File: src/rtl/instruction_decode_queue_pkg.sv
// Shared decode types, RV32I opcode constants and decode helpers for the decode queue.
// The per-entry illegal flag is produced only when JZJCOREF_ILLEGAL_DETECT_EN is defined.
package JZJCoreFTypes;

    typedef enum logic [2:0] {FmtR, FmtI, FmtS, FmtB, FmtU, FmtJ} ImmediateFormat;

    localparam logic [6:0] OpLui     = 7'b0110111;
    localparam logic [6:0] OpAuipc   = 7'b0010111;
    localparam logic [6:0] OpJal     = 7'b1101111;
    localparam logic [6:0] OpJalr    = 7'b1100111;
    localparam logic [6:0] OpLoad    = 7'b0000011;
    localparam logic [6:0] OpImm     = 7'b0010011;
    localparam logic [6:0] OpSystem  = 7'b1110011;
    localparam logic [6:0] OpStore   = 7'b0100011;
    localparam logic [6:0] OpBranch  = 7'b1100011;
    localparam logic [6:0] OpReg     = 7'b0110011;
    localparam logic [6:0] OpMiscMem = 7'b0001111;

    typedef struct packed {
        logic [4:0] rs1;
        logic [4:0] rs2;
        logic [4:0] rd;
    } DecodedAddresses;

    typedef struct packed {
        DecodedAddresses addresses;
        logic [6:0]      opcode;
        logic [2:0]      funct3;
        logic [6:0]      funct7;
        ImmediateFormat  format;
        logic [31:0]     immediate;
        logic            illegal;
        logic [31:0]     pc;
    } DecodedInstruction;

    // Stored form of a queue entry; the illegal flag lives in its own array when enabled.
    typedef struct packed {
        DecodedAddresses addresses;
        logic [6:0]      opcode;
        logic [2:0]      funct3;
        logic [6:0]      funct7;
        ImmediateFormat  format;
        logic [31:0]     immediate;
        logic [31:0]     pc;
    } QueueEntry;

    function automatic ImmediateFormat select_format(input logic [6:0] opcode);
        ImmediateFormat fmt;
        fmt = FmtR;
        case (opcode)
            OpLui, OpAuipc:                  fmt = FmtU;
            OpJal:                           fmt = FmtJ;
            OpJalr, OpLoad, OpImm, OpSystem: fmt = FmtI;
            OpStore:                         fmt = FmtS;
            OpBranch:                        fmt = FmtB;
            default:                         fmt = FmtR;
        endcase
        return fmt;
    endfunction

    function automatic logic is_rv32i_opcode(input logic [6:0] opcode);
        logic legal;
        legal = 1'b0;
        case (opcode)
            OpLui, OpAuipc, OpJal, OpJalr, OpLoad, OpImm, OpSystem,
            OpStore, OpBranch, OpReg, OpMiscMem: legal = 1'b1;
            default:                             legal = 1'b0;
        endcase
        return legal;
    endfunction

endpackage

File: src/rtl/instruction_field_extractor.sv
// Purely combinational RV32I field extraction and immediate generation for one instruction.
// Illegal-opcode flagging is enabled by JZJCOREF_ILLEGAL_DETECT_EN.
module instruction_field_extractor
    import JZJCoreFTypes::*;
(
    input  logic [31:0]       instruction,
    input  logic [31:0]       pc,
    output DecodedInstruction decoded
);

    ImmediateFormat imm_format;

    always_comb begin
        imm_format = select_format(instruction[6:0]);

        decoded               = '0;
        decoded.addresses.rs1 = instruction[19:15];
        decoded.addresses.rs2 = instruction[24:20];
        decoded.addresses.rd  = instruction[11:7];
        decoded.opcode        = instruction[6:0];
        decoded.funct3        = instruction[14:12];
        decoded.funct7        = instruction[31:25];
        decoded.format        = imm_format;
        decoded.pc            = pc;

        case (imm_format)
            FmtI: decoded.immediate = {{20{instruction[31]}}, instruction[31:20]};
            FmtS: decoded.immediate = {{20{instruction[31]}}, instruction[31:25],
                                       instruction[11:7]};
            FmtB: decoded.immediate = {{19{instruction[31]}}, instruction[31], instruction[7],
                                       instruction[30:25], instruction[11:8], 1'b0};
            FmtU: decoded.immediate = {instruction[31:12], 12'h000};
            FmtJ: decoded.immediate = {{11{instruction[31]}}, instruction[31],
                                       instruction[19:12], instruction[20],
                                       instruction[30:21], 1'b0};
            default: decoded.immediate = 32'h0;
        endcase

`ifdef JZJCOREF_ILLEGAL_DETECT_EN
        decoded.illegal = !is_rv32i_opcode(instruction[6:0]);
`else
        decoded.illegal = 1'b0;
`endif
    end

endmodule

File: src/rtl/instruction_decode_queue.sv
// FIFO of pre-decoded RV32I instructions; decode happens on the write path so outputs are raw
// storage. Per-entry illegal-opcode flag is stored only with JZJCOREF_ILLEGAL_DETECT_EN defined.
module instruction_decode_queue
    import JZJCoreFTypes::*;
#(
    parameter int unsigned DEPTH = 4
) (
    input  logic                       clock,
    input  logic                       reset,
    input  logic                       flush,
    input  logic                       in_valid,
    output logic                       in_ready,
    input  logic [31:0]                in_instruction,
    input  logic [31:0]                in_pc,
    output logic                       out_valid,
    input  logic                       out_ready,
    output logic [31:0]                out_pc,
    output DecodedAddresses            out_addresses,
    output logic [6:0]                 out_opcode,
    output logic [2:0]                 out_funct3,
    output logic [6:0]                 out_funct7,
    output ImmediateFormat             out_format,
    output logic [31:0]                out_immediate,
    output logic                       out_illegal,
    output logic [$clog2(DEPTH+1)-1:0] count
);

    localparam int unsigned PtrWidth   = $clog2(DEPTH);
    localparam int unsigned CountWidth = $clog2(DEPTH + 1);

    DecodedInstruction     write_decoded;
    QueueEntry             entries [DEPTH];
    QueueEntry             head;
    logic [PtrWidth-1:0]   wr_ptr_q, wr_ptr_d;
    logic [PtrWidth-1:0]   rd_ptr_q, rd_ptr_d;
    logic [CountWidth-1:0] count_q, count_d;
    logic                  push, pop;

    instruction_field_extractor u_extractor (
        .instruction (in_instruction),
        .pc          (in_pc),
        .decoded     (write_decoded)
    );

    // A full queue refuses a push even when the head is popped in the same cycle.
    assign in_ready  = reset && (count_q < CountWidth'(DEPTH));
    assign out_valid = (count_q != '0);
    assign push      = in_valid && in_ready;
    assign pop       = out_valid && out_ready;

    always_comb begin
        wr_ptr_d = wr_ptr_q;
        rd_ptr_d = rd_ptr_q;
        count_d  = count_q;
        if (flush) begin
            wr_ptr_d = '0;
            rd_ptr_d = '0;
            count_d  = '0;
        end else begin
            if (push) wr_ptr_d = wr_ptr_q + PtrWidth'(1);
            if (pop)  rd_ptr_d = rd_ptr_q + PtrWidth'(1);
            case ({push, pop})
                2'b10:   count_d = count_q + CountWidth'(1);
                2'b01:   count_d = count_q - CountWidth'(1);
                default: count_d = count_q;
            endcase
        end
    end

    always_ff @(posedge clock) begin
        if (!reset) begin
            wr_ptr_q <= '0;
            rd_ptr_q <= '0;
            count_q  <= '0;
        end else begin
            wr_ptr_q <= wr_ptr_d;
            rd_ptr_q <= rd_ptr_d;
            count_q  <= count_d;
        end
    end

    always_ff @(posedge clock) begin
        if (push && !flush) begin
            entries[wr_ptr_q].addresses <= write_decoded.addresses;
            entries[wr_ptr_q].opcode    <= write_decoded.opcode;
            entries[wr_ptr_q].funct3    <= write_decoded.funct3;
            entries[wr_ptr_q].funct7    <= write_decoded.funct7;
            entries[wr_ptr_q].format    <= write_decoded.format;
            entries[wr_ptr_q].immediate <= write_decoded.immediate;
            entries[wr_ptr_q].pc        <= write_decoded.pc;
        end
    end

    assign head          = entries[rd_ptr_q];
    assign out_pc        = head.pc;
    assign out_addresses = head.addresses;
    assign out_opcode    = head.opcode;
    assign out_funct3    = head.funct3;
    assign out_funct7    = head.funct7;
    assign out_format    = head.format;
    assign out_immediate = head.immediate;
    assign count         = count_q;

`ifdef JZJCOREF_ILLEGAL_DETECT_EN
    logic [DEPTH-1:0] illegal_q;

    always_ff @(posedge clock) begin
        if (push && !flush) illegal_q[wr_ptr_q] <= write_decoded.illegal;
    end

    assign out_illegal = illegal_q[rd_ptr_q];
`else
    logic unused_illegal;

    assign unused_illegal = write_decoded.illegal;
    assign out_illegal    = 1'b0;
`endif

endmodule

File: config.mk
export PLATFORM = sky130hd
export DESIGN_NAME = instruction_decode_queue
export DESIGN_NICKNAME = d
export VERILOG_FILES = /design/src/rtl/instruction_decode_queue_pkg.sv /design/src/rtl/instruction_field_extractor.sv /design/src/rtl/instruction_decode_queue.sv
export SDC_FILE = /design/constraint.sdc
export NUM_CORES = 1
export LEC_CHECK = 0
export ABC_AREA = 0
export CAP_MARGIN = 20
export CORE_AREA = 2 2 168 170
export CTS_CLUSTER_SIZE = 30
export DETAILED_ROUTE_END_ITERATION = 8
export DIE_AREA = 0 0 170 172
export GPL_ROUTABILITY_DRIVEN = 0
export GPL_TIMING_DRIVEN = 0
export PLACE_DENSITY = 0.79
export SYNTH_ARGS = -nofsm -noshare
export SYNTH_HDL_FRONTEND = slang
export SYNTH_SLANG_ARGS = --single-unit
export TNS_END_PERCENT = 1
File: constraint.sdc
create_clock -name clock -period 5.05 [get_ports clock]
set_input_delay 1.01 -clock clock [delete_from_list [all_inputs] [get_ports clock]]
set_output_delay 1.01 -clock clock [all_outputs]
set_load 0.005 [all_outputs]
Word level (Yosys, flattened, before mapping)
Memory sizes are Yosys's and may differ from the RTL's. A register that Yosys moved wholly into a read port is not among the register bits.
Index checks and enable logic that the tools add are counted.
{ "classes": {"muxes": 7, "reduce_logical": 10, "addsub": 4, "order_cmp": 1, "bitwise_logic": 1, "eq_ne": 16} }
{ "ops": {"columns": ["op", "count"], "rows": [
  ["$pmux 32 s5", 1],
  ["$eq 7x7->1 const B", 4],
  ["$pmux 3 s5", 1],
  ["$eq 7x5->1 const B", 2],
  ["$eq 7x6->1 const B", 2],
  ["$eq 7x2->1 const B", 1],
  ["$eq 3x2->1 const B", 2],
  ["$eq 3x3->1 const B", 2],
  ["$pmux 3 s2", 1],
  ["$add 2x1->2 const B", 2],
  ["$logic_and 1x1->1", 4],
  ["$mux 2", 2],
  ["$reduce_or 2->1", 2],
  ["$reduce_or 4->1", 1],
  ["$add 3x1->3 const B", 1],
  ["$eq 3x1->1 const B", 1],
  ["$lt 3x3->1 const B", 1],
  ["$reduce_bool 3->1", 1],
  ["$sub 3x1->3 const B", 1],
  ["$eq 2x1->1 const B", 1],
  ["$eq 2x2->1 const B", 1],
  ["$mux 1", 2],
  ["$reduce_bool 2->1", 1],
  ["$logic_not 1->1", 1],
  ["$not 1->1", 1]
]} }
{ "totals": {"elab_cells": 43, "mem_bits_rw": 396, "n_memories": 1, "reg_bits": 7, "out_inout_bits": 105, "input_bits": 69} }
{ "memory_table": {"columns": ["memory", "words", "width", "rd", "rd_clocked_by_memory_dff", "write_ports", "line_no", "source"], "rows": [
  ["entries", 4, 99, 1, 1, 1, "instruction_decode_queue.sv:32", "QueueEntry entries [DEPTH];"]
]} }

Logic depth before layout (Yosys ltp)
Gate-level depths: netlist (run 1).
{ "depth": {"ltp_word": 6, "mapped_depth": 8, "depth_no_buf": 8} }

By module
A second synthesis (run 1) with hierarchy kept.
{ "hier_totals": {"hier_cells": 708, "hier_area_um2": 15762.6} }
{ "by_module_without_submodules": {"columns": ["mod", "seq_area_each_um2", "cells_per_inst", "area_per_inst_um2", "n_inst"], "rows": [
  ["instruction_decode_queue", 12071.6, 570, 14730.4, 1],
  ["instruction_field_extractor", 0.0, 138, 1032.2, 1]
]} }

Worst setup path after synthesis (run 1)
Ideal clock, no wire load.
{ "synth_path": {"kind": "input port to flip-flop", "start": "in reset", "end": "mem entries[0][0] (netlist bit), enable pin", "arrival_time_ps": 3844, "n_path_buf": 0, "setup_time_ps": 469, "required_time_ps": 4581, "setup_slack_ps": 736, "cell_stages": 4, "cell_sequence": "nor2b_1 nand2_1 nor2_1 and2_1"} }
{ "synth_via": {"elab_chain_len": 5} }
{ "synth_rtl": {"columns": ["item", "line_no", "source"], "rows": [
  ["start: declaration", "instruction_decode_queue.sv:9", "input logic reset,"],
  ["$logic_and 1x1->1", "instruction_decode_queue.sv:46", "assign in_ready = reset && (count_q < CountWidth'(DEPTH));"],
  ["$logic_and 1x1->1", "instruction_decode_queue.sv:48", "assign push = in_valid && in_ready;"],
  ["$logic_and 1x1->1", "instruction_decode_queue.sv:83", "if (push && !flush) begin"],
  ["$mux 1", "instruction_decode_queue.sv:83", null],
  ["$mux 1 (not written as such)", "instruction_decode_queue.sv:90", "entries[wr_ptr_q].pc <= write_decoded.pc;"],
  ["end: declaration", "instruction_decode_queue.sv:32", null]
]} }
Every way passes these cells.

==> impl_metrics.py, run 1 <==
metrics = {
    "timing": {
        "setup_viol": 0,
        "worst_slack_ns": 1.12,
        "clock.fmax_mhz": 255,
        "min_period_ns": 3.93,
        "slew_viol_final": 0,
        "relSlewSlack_pct": 40.2,
        "post-route-period-util_pct": 77.7,
        "tns_ns": 0,
        "rsz0062_at_grt": "false",
        "tightestPinTransition_ns": 0.893,
        "hold_viol": 0,
        "fin_skew_ns": 0.0106,
    },
    "setup_path": {
        "crit_chain": "buf_2 > buf_2 > buf_1 > mux4_2 > clkdlybuf4s50_1",
        "startpoint_type": "flip-flop",
        "cpPeakStageDelay_ns": 0.55,
        "cp_max_fo": 10,
        "slowest_stage": "buf_1",
        "crit_type": "reg -> out",
        "required_ns": 4.04,
        "critPathArrivalTime_ns": 2.92,
        "cp_common_cell": "buf_2",
        "cp-end-kind": "output port",
    },
    "power_and_ir_drop": {
        "ir_drop_mv": 0.274,
        "p_per_area_nw_per_um2": 362,
        "power.leakage_uw": 0.00617,
    },
    "synthesis": {
        "syn_nets": 708,
        "synth_area_um2": 15200,
        "avgSynthCellArea_um2": 24.0,
        "synth_cell_types": 43,
        "yosysSeqAreaShare_pct": 79.6,
        "ys_async_sr_fraction_pct": 0,
        "ys_seq_elements": 405,
        "yosys_warnings": 0,
        "synth_flop_cell": "edfxtp_1",
        "syn_inst": 633,
        "synth_edf_count": 396,
    },
    "floorplan": {
        "io_pins": 174,
        "coreArea_um2": 27500,
        "die_h_um": 172,
        "start_util_pct": 55.2,
        "die_w_um": 170,
        "dieArea_um2": 29200,
        "row_count": 61,
    },
    "final_layout": {
        "area_growth_pct": 23.8,
        "drive_gt1_share_pct": 20.8,
        "nNetsFinal": 930,
        "stdcell_area_um2": 18800,
        "final_cells": 1231,
        "fin_util_pct": 68.3,
    },
    "global_route": {
        "grt_pass1_vias": 7397,
        "grt_util_all_layers_pct": 20.3,
        "antenna_found_initial": 1,
        "grt_max_degree": 55,
        "gr-total-overflow": 0,
        "grt_pass1_wl_um": 43600,
    },
    "routing": {
        "route.antenna.remaining_nets": 0,
        "drt-pass1-iter-count": 7,
        "dr.max_layer_used": "met5",
        "drc": 0,
        "wl_per_cell_um": 23.7,
        "routed_wl_um": 29100,
        "route.met3.wl_um": 1930,
        "wl_met2_um": 14700,
        "met1Wirelength_um": 11700,
        "drt_iter0_drc": 636,
        "vias_per_cell": 5.82,
        "vias": 7160,
    },
    "placed_design": {
        "dpl-instance-area_um2": 17500,
        "portBuffers": 172,
        "post-place-cells": 1158,
        "post-place-ws_ns": 1.45,
        "hpwl_um": 18200,
    },
    "clocking": {
        "cts_buffers": 41,
        "clock-sinks": 405,
        "cts_setup_buffers": 0,
        "cts_buffer_depth": 3,
        "cts_tree": "done",
        "ctsHoldBuffers": 0,
        "root_buffer": "clkbuf_16",
        "ctsHtreeMaxLevel": 2,
        "cts_resized": 0,
        "clk_pin_slew_ns": 0.06,
        "clk_latency_ns": 0.52,
    },
    "min_path": {
        "hp-class": "reg -> reg",
    },
    "run_status": {
        "status": "completed",
    },
    "run": {
        "maxCapViolations": 0,
    },
}
==> power breakdown <==
part | internal [uW] | switching (uW) | leakage [uW] | total, uW
combinational | 137 | 112 | 0.00177 | 249
clock | 1690 | 1160 | 0.000609 | 2840
sequential | 3710 | 6.70 | 0.00379 | 3710
==> synthesized netlist by cell type, types with 2 or more instances <==
cell type	n	area [um^2]
nor2b_1	2	12.5
edfxtp_1	396	11900
nor2_1	10	37.5
nand2b_1	2	12.5
o21ai_0	2	10.0
ha_1	5	62.6
inv_1	6	22.5
xor2_1	4	35.0
a22o_1	5	43.8
a21oi_1	5	25.0
clkbuf_1	9	33.8
and2_1	10	62.6
or3_1	2	12.5
buf_4	4	30.0
nand2_1	5	18.8
mux4_2	99	2230
xnor2_1	2	17.5
dfxtp_1	9	180
buf_2	13	65.1
nand3_1	2	10.0
a21o_1	19	143
==> kinds of logic after synthesis <==
group	share of synthesized area, %
other cells	0.0247
mux	14.8
buf+inv	1.10
compound gates	2.00
simple gates	1.58
flops	79.6
fa+ha+maj	0.544
xor+xnor	0.346
==> layout by cell type (no fill, tap or decap), drive strengths merged, types with 4 or more instances in the layout <==
cell | synthesis | routed
edfxtp | 396 | 396
clkdlybuf4s50 | 0 | 172
mux4 | 99 | 99
clkbuf | 9 | 58
buf | 19 | 26
a21o | 19 | 19
clkinv | 0 | 18
nor2 | 10 | 10
and2 | 10 | 10
dfxtp | 9 | 9
inv | 6 | 6
a21oi | 6 | 6
nand2 | 5 | 5
a22o | 5 | 5
ha | 5 | 5
xor2 | 4 | 4
bufinv | 0 | 4
==> path summary, 6_finish.rpt <==
kind                                   from               end  slack [ns]  depth (start not counted)
worst max register to register     count[2]    entries[1][22]        2.70                          6
worst min-delay path            wr_ptr_q[1]       wr_ptr_q[1]        0.49                          2
worst max-delay path              flip-flop  out_addresses[5]        1.12                          5
worst min register to register  wr_ptr_q[1]       wr_ptr_q[1]        0.49                          2
==> through the flow <==
stage          hold WS, ns  total power [uW]
2_1_floorplan        0.469              3870
3_3_place_gp         0.490              4030
3_5_place_dp         0.488              4030
4_1_cts              0.496              6870
5_1_grt              0.541              7010
6_report             0.492              6810
==> worst max-delay path, delay by kind of cell (launching register included) <==
kind	cells	cell delay, ns
muxes	1	0.41
DFF	1	0.30
buffers and inverters	4	1.68
==> state kept, by name, indices dropped and copies added, names as in the netlist, named ones only <==
name      flops
entries     396
count         3
rd_ptr_q      2
wr_ptr_q      2
==> metal layers <==
| metal | up-vias | GRT usage (%) |
|---|---|---|
| met5 | - | 0 |
| met1 | 3719 | 27.1 |
| li1 | 3131 | - |
| met3 | 53 | 4.05 |
| met2 | 255 | 34.2 |
| met4 | 2 | 6.80 |
==> area by class of cell <==
class / count / area, um^2
Antenna cell: 1 / 2.50
Tap cell: 346 / 433
Fill cell: 1726 / 8700
Buffer: 28 / 144
Sequential cell: 405 / 12100
Multi-Input combinational cell: 194 / 2950
Clock inverter: 23 / 204
Timing Repair Buffer: 179 / 1900
Inverter: 6 / 22.5
Clock buffer: 49 / 1060
Note: power is estimated with default switching activity, not from simulation.
==> run 2: changes to the inputs <==
==> constraint.sdc (replaced) <==
create_clock -name clock -period 3.7 [get_ports clock]
set_input_delay 0.74 -clock clock [delete_from_list [all_inputs] [get_ports clock]]
set_output_delay 0.74 -clock clock [all_outputs]
set_load 0.005 [all_outputs]
==> run 2 against run 1 <==
  * Power rose by 38%
  * Register-to-register slack got worse by 1.4 ns
  * Sequential cell count did not move
  * Critical endpoint is now out_addresses[11]
==> impl_metrics.py, run 2 (same netlist as run 1, synthesis figures left out) <==
metrics = {
    "global_route": {
        "grt_use_met1_pct": 28.5,
        "grtUsageMet3_pct": 4.14,
        "antenna_found_initial": 1,
        "gr-total-overflow": 0,
        "grt_max_degree": 59,
        "met2_usage_pct": 34.1,
        "grt_pass1_wl_um": 44200,
        "grt_util_all_layers_pct": 20.6,
        "grt_pass1_vias": 7650,
        "top_usage_layer": "met2",
    },
    "power_and_ir_drop": {
        "ir_drop_mv": 0.317,
        "power_frac_comb_pct": 3.6,
        "intPower_uw": 7660,
        "p_seq_share_pct": 53.8,
        "power_frac_clock_pct": 42.6,
        "swShare_pct": 18.6,
        "power.leakage_uw": 0.00617,
        "p_sw_uw": 1760,
        "p_per_area_nw_per_um2": 502,
    },
    "routing": {
        "drc": 0,
        "route.antenna.remaining_nets": 0,
        "drt_iter0_drc": 711,
        "vias": 7246,
        "wl_per_cell_um": 24.1,
        "vias_per_cell": 5.91,
        "drt-pass1-iter-count": 5,
        "routed_wl_um": 29500,
    },
    "final_layout": {
        "drive_gt1_share_pct": 21.4,
        "nNetsFinal": 926,
        "fin_util_pct": 68.3,
        "final_common_cell": "edfxtp_1",
        "largest_reg_flops": 396,
        "top_register": "entries",
        "mostFrequentLayoutCells": "396 x edfxtp_1, 172 x clkdlybuf4s50_1, 99 x mux4_2",
        "area_growth_pct": 23.6,
    },
    "clocking": {
        "clock-sinks": 405,
        "root_buffer": "clkbuf_16",
        "clk_latency_ns": 0.52,
        "ctsHtreeMaxLevel": 2,
        "cts_resized": 0,
        "clk_pin_slew_ns": 0.06,
        "ctsHoldBuffers": 0,
        "cts_buffer_depth": 3,
        "cts_buffers": 41,
        "cts_setup_buffers": 0,
        "cts_tree": "done",
    },
    "timing": {
        "clock.fmax_mhz": 283,
        "worst_slack_ns": 0.167,
        "tightestPinTransition_ns": 0.928,
        "post-route-period-util_pct": 95.5,
        "rsz0062_at_grt": "false",
        "setup_viol": 0,
        "relSlewSlack_pct": 38.1,
        "min_period_ns": 3.53,
        "slew_viol_final": 0,
        "fin_skew_ns": 0.0124,
        "hold_viol": 0,
    },
    "setup_path": {
        "required_ns": 2.96,
        "cpPeakStageDelay_ns": 0.58,
        "crit_chain": "buf_2 > buf_4 > buf_4 > mux4_2 > clkdlybuf4s50_1",
        "critPathArrivalTime_ns": 2.79,
        "crit_type": "reg -> out",
        "cp_max_fo": 10,
        "startpoint_type": "flip-flop",
        "cp-end-kind": "output port",
        "slowest_stage": "mux4_2",
        "cp_num_buf_inv": 4,
        "cp_common_cell": "buf_4",
        "crit_family": "buffers and inverters",
    },
    "placed_design": {
        "post-place-ws_ns": 0.329,
        "portBuffers": 172,
        "hpwl_um": 17900,
    },
    "run": {
        "maxCapViolations": 0,
    },
    "floorplan": {
        "coreArea_um2": 27500,
        "dieArea_um2": 29200,
        "die_h_um": 172,
        "row_count": 61,
        "start_util_pct": 55.2,
        "die_w_um": 170,
        "io_pins": 174,
    },
    "run_status": {
        "status": "completed",
    },
    "min_path": {
        "hp-class": "reg -> reg",
    },
}
## run 2: worst reg2reg max path, cell delays in order, from the launching register on
cell,delay (ns)
dfxtp_1,0.35
nor2b_1,0.21
nand2_1,0.15
nor2_1,0.23
and2_4,0.78
buf_16,0.33
## run 2: power groups by stage
| stage | clock (uW) | sequential (uW) | combinational, uW |
|---|---|---|---|
| 2_1_floorplan | 0 | 5170 | 117 |
| 3_3_place_gp | 0 | 5170 | 329 |
| 3_5_place_dp | 0 | 5170 | 341 |
| 4_1_cts | 4070 | 5070 | 344 |
| 5_1_grt | 4270 | 5070 | 365 |
| 6_report | 4010 | 5070 | 340 |
## run 2: cell type report
cell class | count | area (um^2)
Antenna cell | 2 | 5.00
Buffer | 27 | 140
Clock buffer | 51 | 1080
Clock inverter | 20 | 220
Fill cell | 1734 | 8720
Inverter | 6 | 22.5
Multi-Input combinational cell | 194 | 2950
Sequential cell | 405 | 12100
Tap cell | 346 | 433
Timing Repair Buffer | 176 | 1830
## run 2: per-stage QoR
stage	std cells	hold WS (ns)	setup TNS (ns)	power [uW]	area [um^2]
5_1_grt	1225	0.540	0	9700	18700
2_1_floorplan	633	0.469	-101.97	5280	15200
3_3_place_gp	1151	0.492	-835.61	5500	17300
4_1_cts	1225	0.505	0	9490	18700
6_report	1227	0.501	0	9420	18800
3_5_place_dp	1155	0.497	0	5510	17400
## run 2: final timing paths
path | start | endpoint | slack (ns) | cells after the start
setup / recovery | flip-flop | out_addresses[11] | 0.17 | 5
hold / removal | wr_ptr_q[1] | wr_ptr_q[1] | 0.50 | 2
setup reg to reg | count[2] | entries[3][12] | 1.26 | 5
hold reg to reg | wr_ptr_q[1] | wr_ptr_q[1] | 0.50 | 2
## run 2: routing by layer
layer	share of wire, %	up-vias
met3	6.4	45
met4	2.2	2
met5	0.044	-
met1	41	3806
met2	50	268
li1	-	3125
